### src/rtl/random_delay_timer.sv
// Random-delay generator: free-running Fibonacci LFSR picks a delay, which is then
// counted down on tick strobes and announced with a single done pulse.
module random_delay_timer #(
    parameter int unsigned      WIDTH     = 12,
    parameter logic [WIDTH-1:0] TAPS      = 12'hC00,
    parameter logic [WIDTH-1:0] SEED      = 12'hAAA,
    parameter int unsigned      RAND_BITS = 10,
    parameter int unsigned      MIN_DELAY = 256
) (
    input  logic             clk_i,
    input  logic             reset_ni,
    input  logic             en_i,
    input  logic             seed_load_i,
    input  logic [WIDTH-1:0] seed_in_i,
    input  logic             start_i,
    input  logic             abort_i,
    input  logic             tick_i,
    output logic [WIDTH-1:0] lfsr_out_o,
    output logic [WIDTH-1:0] delay_val_o,
    output logic [WIDTH-1:0] count_o,
    output logic             busy_o,
    output logic             done_o
);

    localparam int unsigned SUM_W = WIDTH + 1;

    typedef enum logic [1:0] {
        S_IDLE  = 2'd0,
        S_COUNT = 2'd1,
        S_DONE  = 2'd2
    } state_e;

    state_e             state_q, state_d;
    logic [WIDTH-1:0]   lfsr_q, lfsr_d;
    logic [WIDTH-1:0]   delay_val_q, delay_val_d;
    logic [WIDTH-1:0]   count_q, count_d;
    logic               busy_q, busy_d;
    logic               done_q, done_d;

    logic               feedback;
    logic [SUM_W-1:0]   sum;
    logic [WIDTH-1:0]   delay;

    // LFSR next state: load beats advance; an all-zero state is replaced by SEED
    always_comb begin
        feedback = ^(lfsr_q & TAPS);
        lfsr_d   = lfsr_q;
        if (seed_load_i) begin
            lfsr_d = (seed_in_i == '0) ? SEED : seed_in_i;
        end else if (lfsr_q == '0) begin
            lfsr_d = SEED;
        end else if (en_i) begin
            lfsr_d = {lfsr_q[WIDTH-2:0], feedback};
        end
    end

    // Delay map with saturation at the counter's full-scale value
    always_comb begin
        sum   = SUM_W'(MIN_DELAY) + SUM_W'(lfsr_q[RAND_BITS-1:0]);
        delay = sum[WIDTH] ? '1 : sum[WIDTH-1:0];
    end

    always_comb begin
        state_d     = state_q;
        delay_val_d = delay_val_q;
        count_d     = count_q;
        unique case (state_q)
            S_IDLE: begin
                if (start_i) begin
                    delay_val_d = delay;
                    count_d     = delay;
                    state_d     = S_COUNT;
                end
            end
            S_COUNT: begin
                // abort outranks a same-cycle final tick, so no done is produced
                if (abort_i) begin
                    count_d = '0;
                    state_d = S_IDLE;
                end else if (tick_i) begin
                    if (count_q <= WIDTH'(1)) begin
                        count_d = '0;
                        state_d = S_DONE;
                    end else begin
                        count_d = count_q - WIDTH'(1);
                    end
                end
            end
            S_DONE: begin
                state_d = S_IDLE;
            end
            default: begin
                state_d = S_IDLE;
                count_d = '0;
            end
        endcase
        busy_d = (state_d == S_COUNT);
        done_d = (state_d == S_DONE);
    end

    always_ff @(posedge clk_i) begin
        if (!reset_ni) begin
            state_q     <= S_IDLE;
            lfsr_q      <= SEED;
            delay_val_q <= '0;
            count_q     <= '0;
            busy_q      <= 1'b0;
            done_q      <= 1'b0;
        end else begin
            state_q     <= state_d;
            lfsr_q      <= lfsr_d;
            delay_val_q <= delay_val_d;
            count_q     <= count_d;
            busy_q      <= busy_d;
            done_q      <= done_d;
        end
    end

    assign lfsr_out_o  = lfsr_q;
    assign delay_val_o = delay_val_q;
    assign count_o     = count_q;
    assign busy_o      = busy_q;
    assign done_o      = done_q;

endmodule

### config.mk
export PLATFORM = sky130hd
export DESIGN_NAME = random_delay_timer
export DESIGN_NICKNAME = d
export VERILOG_FILES = /design/src/rtl/random_delay_timer.sv
export SDC_FILE = /design/constraint.sdc
export NUM_CORES = 1
export LEC_CHECK = 0
export CAP_MARGIN = 30
export CORE_ASPECT_RATIO = 1.2
export CORE_UTILIZATION = 53
export CTS_BUF_LIST = sky130_fd_sc_hd__clkbuf_4 sky130_fd_sc_hd__clkbuf_8
export DETAILED_ROUTE_END_ITERATION = 12
export MAX_ROUTING_LAYER = met4
export PLACE_DENSITY = 0.93
export SYNTH_ARGS = -nofsm -noshare
export SYNTH_HDL_FRONTEND = slang
export SYNTH_SLANG_ARGS = --single-unit
### constraint.sdc
create_clock -name clk_i -period 3.55 [get_ports clk_i]
set_input_delay 0.71 -clock clk_i [delete_from_list [all_inputs] [get_ports clk_i]]
set_output_delay 0.71 -clock clk_i [all_outputs]
set_load 0.05 [all_outputs]
==> reports/metrics.json, run 1 <==
{
  "synth_top_cells_by_count": "sky130_fd_sc_hd__dfxtp_1 (39), sky130_fd_sc_hd__nand2_1 (37), sky130_fd_sc_hd__a21oi_1 (31)",
  "yosys-top-cells-area": "sky130_fd_sc_hd__dfxtp_1 (39%), sky130_fd_sc_hd__a21oi_1 (7.8%), sky130_fd_sc_hd__nand2_1 (7.0%)",
  "yosys.cell_count.top_type": "sky130_fd_sc_hd__dfxtp_1",
  "post_layout_nonfiller_instances": 334,
  "internal_power_uw": 760.1,
  "post_synthesis_cell_count": 253,
  "synth_fp_nets": 277,
  "setup_crit_end_kind": "flop",
  "multi_input_comb_area_sq_um": 1044,
  "clock_skew_ps": 6.570,
  "pwr-share-clk": 0.251,
  "share_of_cells_above_drive_strength_1": 0.05387,
  "post-place-cells": 326,
  "die_w_microns": 57.82,
  "pwr_density_cell_nw_per_um2": 464.7,
  "synth-async-reset-ratio": 0,
  "post_route_minimum_period_ps": 2396,
  "seq_cells_post_synth": 39,
  "totalPowerFinal_mw": 1.192,
  "grt_pass1_vias": 1853,
  "clock-sinks": 39,
  "failed_checks": "design-rule violations",
  "finalMaxSlewViolations": 0,
  "clock-root-buffer": "sky130_fd_sc_hd__clkbuf_8",
  "gpl.final_weighted_congestion": 0.9330,
  "wirelength_microns": 5171,
  "routed-via-count": 2064,
  "sequentialPowerShare": 0.430,
  "area.growth.synth_to_final_pct": 29.48,
  "detail_route.vias_per_cell": 6.180,
  "synthesis.area_sq_um": 1982,
  "gr-total-overflow": 0,
  "crit_fanout": 5,
  "detail_route.wl_per_cell_microns": 15.48,
  "p_sw_frac": 0.3625,
  "cts_tree": "done",
  "ctsHtreeMaxLevel": 2,
  "cts-resized-gates": 0,
  "regToRegEndpoint": "count_o[5]",
  "timing.rr.start": "count_o[7]",
  "antenna_left": 0,
  "setup_total_negative_slack_ps": 0,
  "timing.reg2reg.worst_path_depth": 5,
  "timing_worst_slew_pin_value_ps": 767.1,
  "clockBufferDepth": 2,
  "yosysWarningCount": 0,
  "fp.coreArea_sq_um": 3453,
  "worst_skew_pair.late_latency_ps": 290,
  "clk_pin_slew_worst_paths_ps": 70,
  "syn-mean-instance-area_sq_um": 7.834,
  "critical_path_required_ps": 3770,
  "antenna_cells_inserted": 0,
  "number_of_distinct_standard_cells_referenced_by_the_synthesized_netlist": 47,
  "detailedRoute.firstPassIterationCount": 8,
  "p_comb_frac": 0.319,
  "grt_pass1_wl_microns": 8431,
  "final-seq-area_sq_um": 780.7,
  "remaining_drc_errors": 3,
  "fin_crit_sh": 0.6748,
  "grt.total_usage": 0.2842,
  "synth_seq_area_share": 0.3939,
  "cp_data_arrival_time_ps": 2610,
  "worst_ir_drop_vdd_mv": 0.3347,
  "hold_path_class": "flop to flop",
  "nFillCells": 248,
  "setup_viol_count_final": 0,
  "p_leak_nw": 0.9992,
  "reg2reg_slack_ps": 1310,
  "timing.critical_path.from_type": "input port",
  "setup_repair_after_global_routing_missed_its_margin": "no",
  "switchingPower_uw": 432.3,
  "initial_cell_density_of_the_core": 0.5739,
  "worst_case_headroom_to_the_max_slew_limit": 0.4886,
  "hold_viol": 0,
  "cts_setup_buffers": 0,
  "num_rows": 23,
  "final_nets": 320,
  "drc_violation_total_after_the_first_tritonroute_iteration": 145,
  "synth-edff-count": 0,
  "postSynth.topFlopCell": "sky130_fd_sc_hd__dfxtp_1",
  "synth.largest_area_cell": "sky130_fd_sc_hd__dfxtp_1",
  "crit_path_end": "count_o[4]",
  "final_util": 0.7431,
  "portBuffers": 55,
  "grt_start_max_net_pins": 18,
  "boundaryPins": 57,
  "detailedPlacementHpwl_microns": 3819,
  "grt_antenna_before_repair": 0,
  "area_fraction_of_the_dominant_cell_type_after_synthesis": 0.3939,
  "achievable-frequency_mhz": 417.4,
  "status": "finished, violations left",
  "timing.max_cap.violations": 0,
  "cts_hold_buffers": 0,
  "crit_type": "input port to flop",
  "critical_path.startpoint": "abort_i",
  "cts-buffers-inserted": 5,
  "die_height_microns": 68.99,
  "fp.dieArea_sq_um": 3989
}
## layout by cell type (no fill, tap or decap), types with 2 or more instances in the layout
master | Yosys | routed
sky130_fd_sc_hd__a21o_1 | 2 | 2
sky130_fd_sc_hd__nand2b_1 | 2 | 2
sky130_fd_sc_hd__clkdlybuf4s50_1 | 0 | 55
sky130_fd_sc_hd__or3_1 | 2 | 2
sky130_fd_sc_hd__a21oi_1 | 31 | 31
sky130_fd_sc_hd__or4_1 | 2 | 2
sky130_fd_sc_hd__o21ai_1 | 5 | 5
sky130_fd_sc_hd__inv_1 | 11 | 11
sky130_fd_sc_hd__mux2i_1 | 2 | 2
sky130_fd_sc_hd__dfxtp_1 | 39 | 39
sky130_fd_sc_hd__nor3_1 | 8 | 8
sky130_fd_sc_hd__nor3b_1 | 3 | 3
sky130_fd_sc_hd__nor2_1 | 30 | 30
sky130_fd_sc_hd__clkbuf_8 | 0 | 5
sky130_fd_sc_hd__nand2_1 | 37 | 37
sky130_fd_sc_hd__buf_4 | 9 | 2
sky130_fd_sc_hd__nand3_1 | 3 | 3
sky130_fd_sc_hd__a31oi_1 | 5 | 5
sky130_fd_sc_hd__o211ai_1 | 4 | 4
sky130_fd_sc_hd__ha_1 | 5 | 5
sky130_fd_sc_hd__o221ai_1 | 3 | 3
sky130_fd_sc_hd__clkbuf_4 | 0 | 2
sky130_fd_sc_hd__a211oi_1 | 4 | 4
sky130_fd_sc_hd__o21ai_0 | 5 | 5
sky130_fd_sc_hd__nor4_1 | 5 | 5
sky130_fd_sc_hd__a22oi_1 | 2 | 2
## worst min-delay path by stage
| stage | from | end | slack (ps) | cells after the start |
|---|---|---|---|---|
| 6_report | delay_val_o[9] | delay_val_o[9] | 460 | 2 |
| 4_1_cts | delay_val_o[9] | delay_val_o[9] | 460 | 2 |
| 5_1_grt | delay_val_o[6] | delay_val_o[6] | 490 | 2 |
| 3_3_place_gp | delay_val_o[7] | delay_val_o[7] | 450 | 2 |
| 2_1_floorplan | lfsr_out_o[6] | delay_val_o[6] | 480 | 2 |
| 3_5_place_dp | delay_val_o[5] | delay_val_o[5] | 450 | 2 |
## through the flow
stage,setup WS [ps],area [sq um],hold WS [ps]
6_report,1154,2566,455.2
2_1_floorplan,1330,1982,478.2
3_3_place_gp,930.5,2477,446.6
4_1_cts,1159,2566,457.4
3_5_place_dp,874.5,2477,447.2
5_1_grt,1000,2566,488.3
## state kept, by name (all words and copies together) (netlist names)
signal and count:
delay_val_o 11, busy_o 1, done_o 1, lfsr_out_o 12, state_q 2, count_o 12
## logic make-up after synthesis
kind of cell / Yosys count / share of synthesized area
AND/OR/NAND/NOR: 101 / 0.2487
AO/OA/AOI/OAI: 72 / 0.2285
flip-flops: 39 / 0.3939
buffers and inverters: 32 / 0.07954
adder cells (fa/ha/maj): 5 / 0.03157
multiplexers: 3 / 0.01578
other: 1 / 0.001892
## routing by layer
| layer | wire length, microns | vias up | global-route usage |
|---|---|---|---|
| met2 | 2605 | 120 | 0.4799 |
| met5 | 0 | - | - |
| met1 | 2061 | 956 | 0.3310 |
| met4 | 82 | 0 | 0.1250 |
| li1 | - | 974 | - |
| met3 | 421 | 14 | 0.05410 |
## area by class of cell
class                           count  share of cell area
Multi-Input combinational cell    182              0.4066
Sequential cell                    39              0.3042
Timing Repair Buffer               57              0.2204
Clock buffer                        7             0.03267
Tap cell                           37             0.01804
Inverter                           11             0.01609
Clock inverter                      1            0.001950
## power by group through the flow
stage               Combinational (mW)  Sequential (mW)  Clock (mW)
floorplan                        0.190            0.594           0
global placement                 0.371            0.520           0
detailed placement               0.377            0.521           0
CTS                              0.379            0.511       0.304
global route                     0.408            0.517       0.326
finish                           0.381            0.512       0.299
## critical path: stages
cell,delay [ps]
sky130_fd_sc_hd__clkdlybuf4s50_1,460
sky130_fd_sc_hd__nor3b_1,510
sky130_fd_sc_hd__nand2_1,210
sky130_fd_sc_hd__a21o_1,200
sky130_fd_sc_hd__or3b_1,370
sky130_fd_sc_hd__a31oi_1,160
No activity file was read; power rests on OpenSTA's default activity.
==> run 2, diff against run 1 <==
--- a/config.mk
+++ b/config.mk
@@ -7,11 +7,11 @@
 export LEC_CHECK = 0
 export CAP_MARGIN = 30
 export CORE_ASPECT_RATIO = 1.2
-export CORE_UTILIZATION = 53
+export CORE_UTILIZATION = 44
 export CTS_BUF_LIST = sky130_fd_sc_hd__clkbuf_4 sky130_fd_sc_hd__clkbuf_8
 export DETAILED_ROUTE_END_ITERATION = 12
 export MAX_ROUTING_LAYER = met4
-export PLACE_DENSITY = 0.93
+export PLACE_DENSITY = 0.83
 export SYNTH_ARGS = -nofsm -noshare
 export SYNTH_HDL_FRONTEND = slang
 export SYNTH_SLANG_ARGS = --single-unit
==> constraint.sdc (replaced) <==
create_clock -name clk_i -period 1.94 [get_ports clk_i]
set_input_delay 0.388 -clock clk_i [delete_from_list [all_inputs] [get_ports clk_i]]
set_output_delay 0.388 -clock clk_i [all_outputs]
set_load 0.05 [all_outputs]
==> run 2 against run 1 <==
Net effect:
- first-iteration DRC count is 0.69% higher
- register-to-register slack got worse by 1300 ps
- total power is 97% higher
- sequential cell count did not move
- the flow now finishes without violations
==> reports/metrics.json, run 2 (synthesis results as in run 1) <==
{
  "worst_case_headroom_to_the_max_slew_limit": 0.6584,
  "path_buf_inv": 1,
  "cp_data_arrival_time_ps": 2080,
  "setup_viol_count_final": 0,
  "final_nets": 352,
  "area.growth.synth_to_final_pct": 43.24,
  "setup_total_negative_slack_ps": 0,
  "grt_pass1_wl_microns": 8887,
  "hold_viol": 0,
  "most_common_cell_after_layout_fill_and_taps_aside": "sky130_fd_sc_hd__buf_4",
  "cts-buffers-inserted": 5,
  "gpl.final_weighted_congestion": 0.9327,
  "worst_skew_pair.late_latency_ps": 290,
  "ctsHtreeMaxLevel": 2,
  "clockBufferDepth": 2,
  "detailedRoute.firstPassIterationCount": 4,
  "cp_top_family": "simple AND/OR/NAND/NOR gates",
  "totalPowerFinal_mw": 2.345,
  "reg2reg_slack_ps": 40,
  "detailedPlacementHpwl_microns": 4187,
  "die_w_microns": 63.27,
  "post_route_minimum_period_ps": 1903,
  "cts_hold_buffers": 0,
  "cpMaxStageDelayCell": "sky130_fd_sc_hd__or4_4",
  "share_of_cells_above_drive_strength_1": 0.2401,
  "initial_cell_density_of_the_core": 0.4615,
  "achievable-frequency_mhz": 525.6,
  "detail_route.wl_per_cell_microns": 14.37,
  "drc_violation_total_after_the_first_tritonroute_iteration": 146,
  "clock_skew_ps": 5.405,
  "antenna_cells_inserted": 0,
  "timing.critical_path.from_type": "flop",
  "num_rows": 26,
  "crit_fanout": 6,
  "grt_pass1_vias": 1985,
  "die_height_microns": 75.52,
  "portBuffers": 55,
  "grt_start_max_net_pins": 17,
  "finalMaxSlewViolations": 0,
  "setup_crit_end_kind": "flop",
  "remaining_drc_errors": 0,
  "cts_tree": "done",
  "boundaryPins": 57,
  "status": "complete, no violations",
  "crit_type": "flop to flop",
  "grt.total_usage": 0.2487,
  "critical_path_required_ps": 2120,
  "p_leak_nw": 1.203,
  "worst_ir_drop_vdd_mv": 0.4383,
  "gr-total-overflow": 0,
  "timing.max_cap.violations": 0,
  "fp.dieArea_sq_um": 4778,
  "setup_repair_after_global_routing_missed_its_margin": "yes",
  "wirelength_microns": 5531,
  "clock-root-buffer": "sky130_fd_sc_hd__clkbuf_8",
  "commonest_cells_after_routing_fill_and_taps_aside": "sky130_fd_sc_hd__buf_4 (51), sky130_fd_sc_hd__nand2_1 (37), sky130_fd_sc_hd__clkdlybuf4s50_1 (37)",
  "post-place-cells": 376,
  "fin_crit_sh": 0.9808,
  "critical_path.cell_chain": "or4_4 > nor4b_4 > buf_4 > a21oi_2 > a222oi_1 > nor2_1",
  "detail_route.vias_per_cell": 5.522,
  "pwr_density_cell_nw_per_um2": 825.9,
  "fp.coreArea_sq_um": 4294,
  "timing_worst_slew_pin_value_ps": 510.9,
  "clock-sinks": 39,
  "grt_antenna_before_repair": 0,
  "clk_pin_slew_worst_paths_ps": 80,
  "hold_path_class": "flop to flop",
  "biggest_cell_delay_along_the_critical_path_ps": 550,
  "post_layout_nonfiller_instances": 385,
  "routed-via-count": 2126,
  "antenna_left": 0
}
==> run 2: cell count changes in the layout (fill, tap and decap cells not counted), sizes merged <==
| cell | before | now |
|---|---|---|
| buf | 2 | 51 |
| clkdlybuf4s50 | 55 | 37 |
| clkinv | 1 | 0 |
| dlymetal6s2s | 0 | 1 |
| inv | 11 | 12 |
==> run 2: repair_timing <==
item                       CTS  global route
setup endpoints to repair    1             8
hold endpoints to repair     0             0
pin swaps                    1             1
gates resized for setup      1             4
buffers inserted             1             0
==> run 2: area by class of cell <==
cell class | count | area, sq um
clock buffer | 7 | 96.34
clock inverter | 1 | 6.256
fill | 390 | 1455
inverter | 11 | 41.29
multi-input combinational | 182 | 1059
sequential | 39 | 800.8
tap | 56 | 70.07
timing repair buffer | 89 | 765.7
==> run 2: power breakdown <==
| part | total (mW) | internal (mW) | switching, mW |
|---|---|---|---|
| clock network | 0.610 | 0.324 | 0.286 |
| registers | 0.920 | 0.864 | 0.0558 |
| logic | 0.815 | 0.325 | 0.491 |
| total | 2.34 | 1.51 | 0.832 |
==> run 2: per-stage QoR <==
stage,util,worst slack [ps],instance area [sq um],hold slack [ps]
after floorplan,-,-86.74,1999,473.3
after global placement,0.6320,-72.56,2714,446.8
after detailed placement,0.6320,-112.7,2714,450.7
after CTS,0.6585,7.641,2828,461.2
after global routing,0.6611,-6.450,2839,485.0
final,0.6611,37.34,2839,462.8
==> run 2: layer usage <==
metal	GRT usage	share of wire
met5	-	0
met2	0.4337	0.49
met1	0.2761	0.43
met3	0.04940	0.056
met4	0.1187	0.031
==> run 2: final timing paths <==
path                  start        endpoint  cells after the start
max              count_o[7]      count_o[5]                      6
min          delay_val_o[0]  delay_val_o[0]                      2
max reg2reg      count_o[7]      count_o[5]                      6
min reg2reg  delay_val_o[0]  delay_val_o[0]                      2
==> run 2: worst reg2reg max path, cell delays in order (launching register included) <==
cell and delay [ps]:
sky130_fd_sc_hd__dfxtp_4 340, sky130_fd_sc_hd__or4_4 550, sky130_fd_sc_hd__nor4b_4 260, sky130_fd_sc_hd__buf_4 180, sky130_fd_sc_hd__a21oi_2 100, sky130_fd_sc_hd__a222oi_1 290, sky130_fd_sc_hd__nor2_1 60
==> run 3, diff against run 2 <==
--- a/config.mk
+++ b/config.mk
@@ -7,6 +7,7 @@
 export LEC_CHECK = 0
 export CAP_MARGIN = 30
 export CORE_ASPECT_RATIO = 1.2
+export CORE_MARGIN = 2
 export CORE_UTILIZATION = 44
 export CTS_BUF_LIST = sky130_fd_sc_hd__clkbuf_4 sky130_fd_sc_hd__clkbuf_8
 export DETAILED_ROUTE_END_ITERATION = 12
==> run 3 against run 2 <==
Net effect:
- clock-buffer cell count stayed put
- utilization is 0.76 points higher
- final area is 1.1% higher
- total power is 0.75% higher
- non-clock buffer count is 1 higher
- combinational power is 2% higher
- critical path depth is 1 lower
- hold slack worse by 3.3 ps
- global-route usage is 0.18 points lower
- first-iteration DRC count is 3.4% higher
- clock power is 0.7% lower
==> reports/metrics.json, run 3 (synthesis results as in run 1) <==
{
  "status": "complete, no violations",
  "hold_path_class": "flop to flop",
  "grt.total_usage": 0.2469,
  "clock-sinks": 39,
  "critical_path.cell_chain": "or4_4 > nor4b_4 > a21oi_2 > a222oi_1 > nor2_1",
  "internal_power_mw": 1.502,
  "detailedPlacementHpwl_microns": 4368,
  "cts-buffers-inserted": 5,
  "die_w_microns": 65.27,
  "setup_crit_end_kind": "flop",
  "die_height_microns": 77.52,
  "multi_input_comb_area_sq_um": 1087,
  "p_comb_frac": 0.353,
  "cp_data_arrival_time_ps": 2080,
  "timing_worst_slew_pin_value_ps": 501.2,
  "nFillCells": 377,
  "final_area_sq_um": 2872,
  "cts_hold_buffers": 0,
  "grt_pass1_wl_microns": 9597,
  "p_sw_frac": 0.3643,
  "ctsHtreeMaxLevel": 2,
  "totalPowerFinal_mw": 2.362,
  "met2_length_microns": 2941,
  "switchingPower_uw": 860.7,
  "crit_type": "flop to flop",
  "finalMaxSlewViolations": 0,
  "remaining_drc_errors": 0,
  "clock-root-buffer": "sky130_fd_sc_hd__clkbuf_8",
  "timing.critical_path.from_type": "flop",
  "boundaryPins": 57,
  "antenna_left": 0,
  "p_leak_nw": 1.210,
  "clk_pin_slew_worst_paths_ps": 80,
  "clockBufferDepth": 2,
  "grt_start_max_net_pins": 19,
  "sequentialPowerShare": 0.390,
  "final-seq-area_sq_um": 800.8,
  "crit_fanout": 5,
  "antenna_cells_inserted": 0,
  "detailedRoute.firstPassIterationCount": 5,
  "routed-via-count": 2151,
  "reg2reg_slack_ps": 40,
  "wl_met3_microns": 329,
  "worst_case_headroom_to_the_max_slew_limit": 0.6648,
  "clock_skew_ps": 6.213,
  "worst_slack_ps": 42.11,
  "fp.dieArea_sq_um": 5059,
  "area.growth.synth_to_final_pct": 44.89,
  "setup_viol_count_final": 0,
  "hold_slack_ps": 459.5,
  "pwr-share-clk": 0.257,
  "wirelength_microns": 5801,
  "final_util": 0.6687,
  "num_rows": 26,
  "worst_ir_drop_vdd_mv": 0.5268,
  "fp.coreArea_sq_um": 4294,
  "gpl.final_weighted_congestion": 0.8804,
  "pwr_density_cell_nw_per_um2": 822.6,
  "biggest_cell_delay_along_the_critical_path_ps": 550,
  "portBuffers": 55,
  "post_route_minimum_period_ps": 1898,
  "hold_viol": 0,
  "final_nets": 353,
  "post_layout_nonfiller_instances": 386,
  "timing.max_cap.violations": 0,
  "cts_tree": "done",
  "achievable-frequency_mhz": 526.9,
  "detail_route.wl_per_cell_microns": 15.03,
  "worst_skew_pair.late_latency_ps": 300,
  "commonest_cells_after_routing_fill_and_taps_aside": "sky130_fd_sc_hd__buf_4 (52), sky130_fd_sc_hd__nand2_1 (37), sky130_fd_sc_hd__clkdlybuf4s50_1 (37)",
  "most_common_cell_after_layout_fill_and_taps_aside": "sky130_fd_sc_hd__buf_4",
  "detail_route.vias_per_cell": 5.573,
  "path_buf_inv": 0,
  "dpl_worst_slack_ps": -138.8,
  "drc_violation_total_after_the_first_tritonroute_iteration": 151,
  "grt_pass1_vias": 2082,
  "cp_top_family": "simple AND/OR/NAND/NOR gates",
  "initial_cell_density_of_the_core": 0.4615,
  "setup_repair_after_global_routing_missed_its_margin": "yes",
  "gr-total-overflow": 0,
  "cpMaxStageDelayCell": "sky130_fd_sc_hd__or4_4",
  "routed_length_on_met1_microns": 2390,
  "dpl-instance-area_sq_um": 2714,
  "setup_total_negative_slack_ps": 0,
  "share_of_cells_above_drive_strength_1": 0.2545,
  "fin_crit_sh": 0.9783,
  "post-place-cells": 376,
  "grt_antenna_before_repair": 0,
  "top_signal_layer_used": "met4",
  "critical_path_required_ps": 2130
}
==> run 3: area by class of cell <==
class                      count  area share
multi-input combinational    182      0.3786
clock buffer                   7     0.03137
sequential                    39      0.2789
timing repair buffer          90      0.2693
clock inverter                 1    0.003050
inverter                      11     0.01438
tap                           56     0.02440
==> run 3: metal layers <==
| metal | vias to the layer above | GRT usage |
|---|---|---|
| li1 | 1042 | - |
| met1 | 1010 | 0.2942 |
| met2 | 84 | 0.4163 |
| met3 | 15 | 0.04058 |
| met4 | 0 | 0.08958 |
| met5 | - | - |
==> run 3: worst register-to-register path: stages (launching register included) <==
cell and delay [ps]:
sky130_fd_sc_hd__dfxtp_4 350, sky130_fd_sc_hd__or4_4 550, sky130_fd_sc_hd__nor4b_4 350, sky130_fd_sc_hd__a21oi_2 150, sky130_fd_sc_hd__a222oi_1 320, sky130_fd_sc_hd__nor2_1 80
==> run 3: repair_timing <==
| item | 4_1_cts | 5_1_grt |
|---|---|---|
| buffers inserted | 3 | 0 |
| cloned | 0 | 0 |
| setup endpoints to repair | 1 | 14 |
| pin swaps | 3 | 8 |
| resized for setup | 3 | 7 |
==> run 3: worst paths after layout <==
path / startpoint / endpoint / cells past startpoint
max reg2reg: count_o[8] / count_o[5] / 5
min reg2reg: delay_val_o[7] / delay_val_o[7] / 2
max: count_o[8] / count_o[5] / 5
min: delay_val_o[7] / delay_val_o[7] / 2
==> run 3: power groups by stage <==
stage,Sequential (mW),Combinational [mW],Clock (mW)
after CTS,0.921,0.826,0.603
after detailed placement,0.940,0.795,0
after global routing,0.929,0.890,0.639
after global placement,0.937,0.788,0
after floorplan,1.09,0.346,0
final,0.921,0.834,0.606
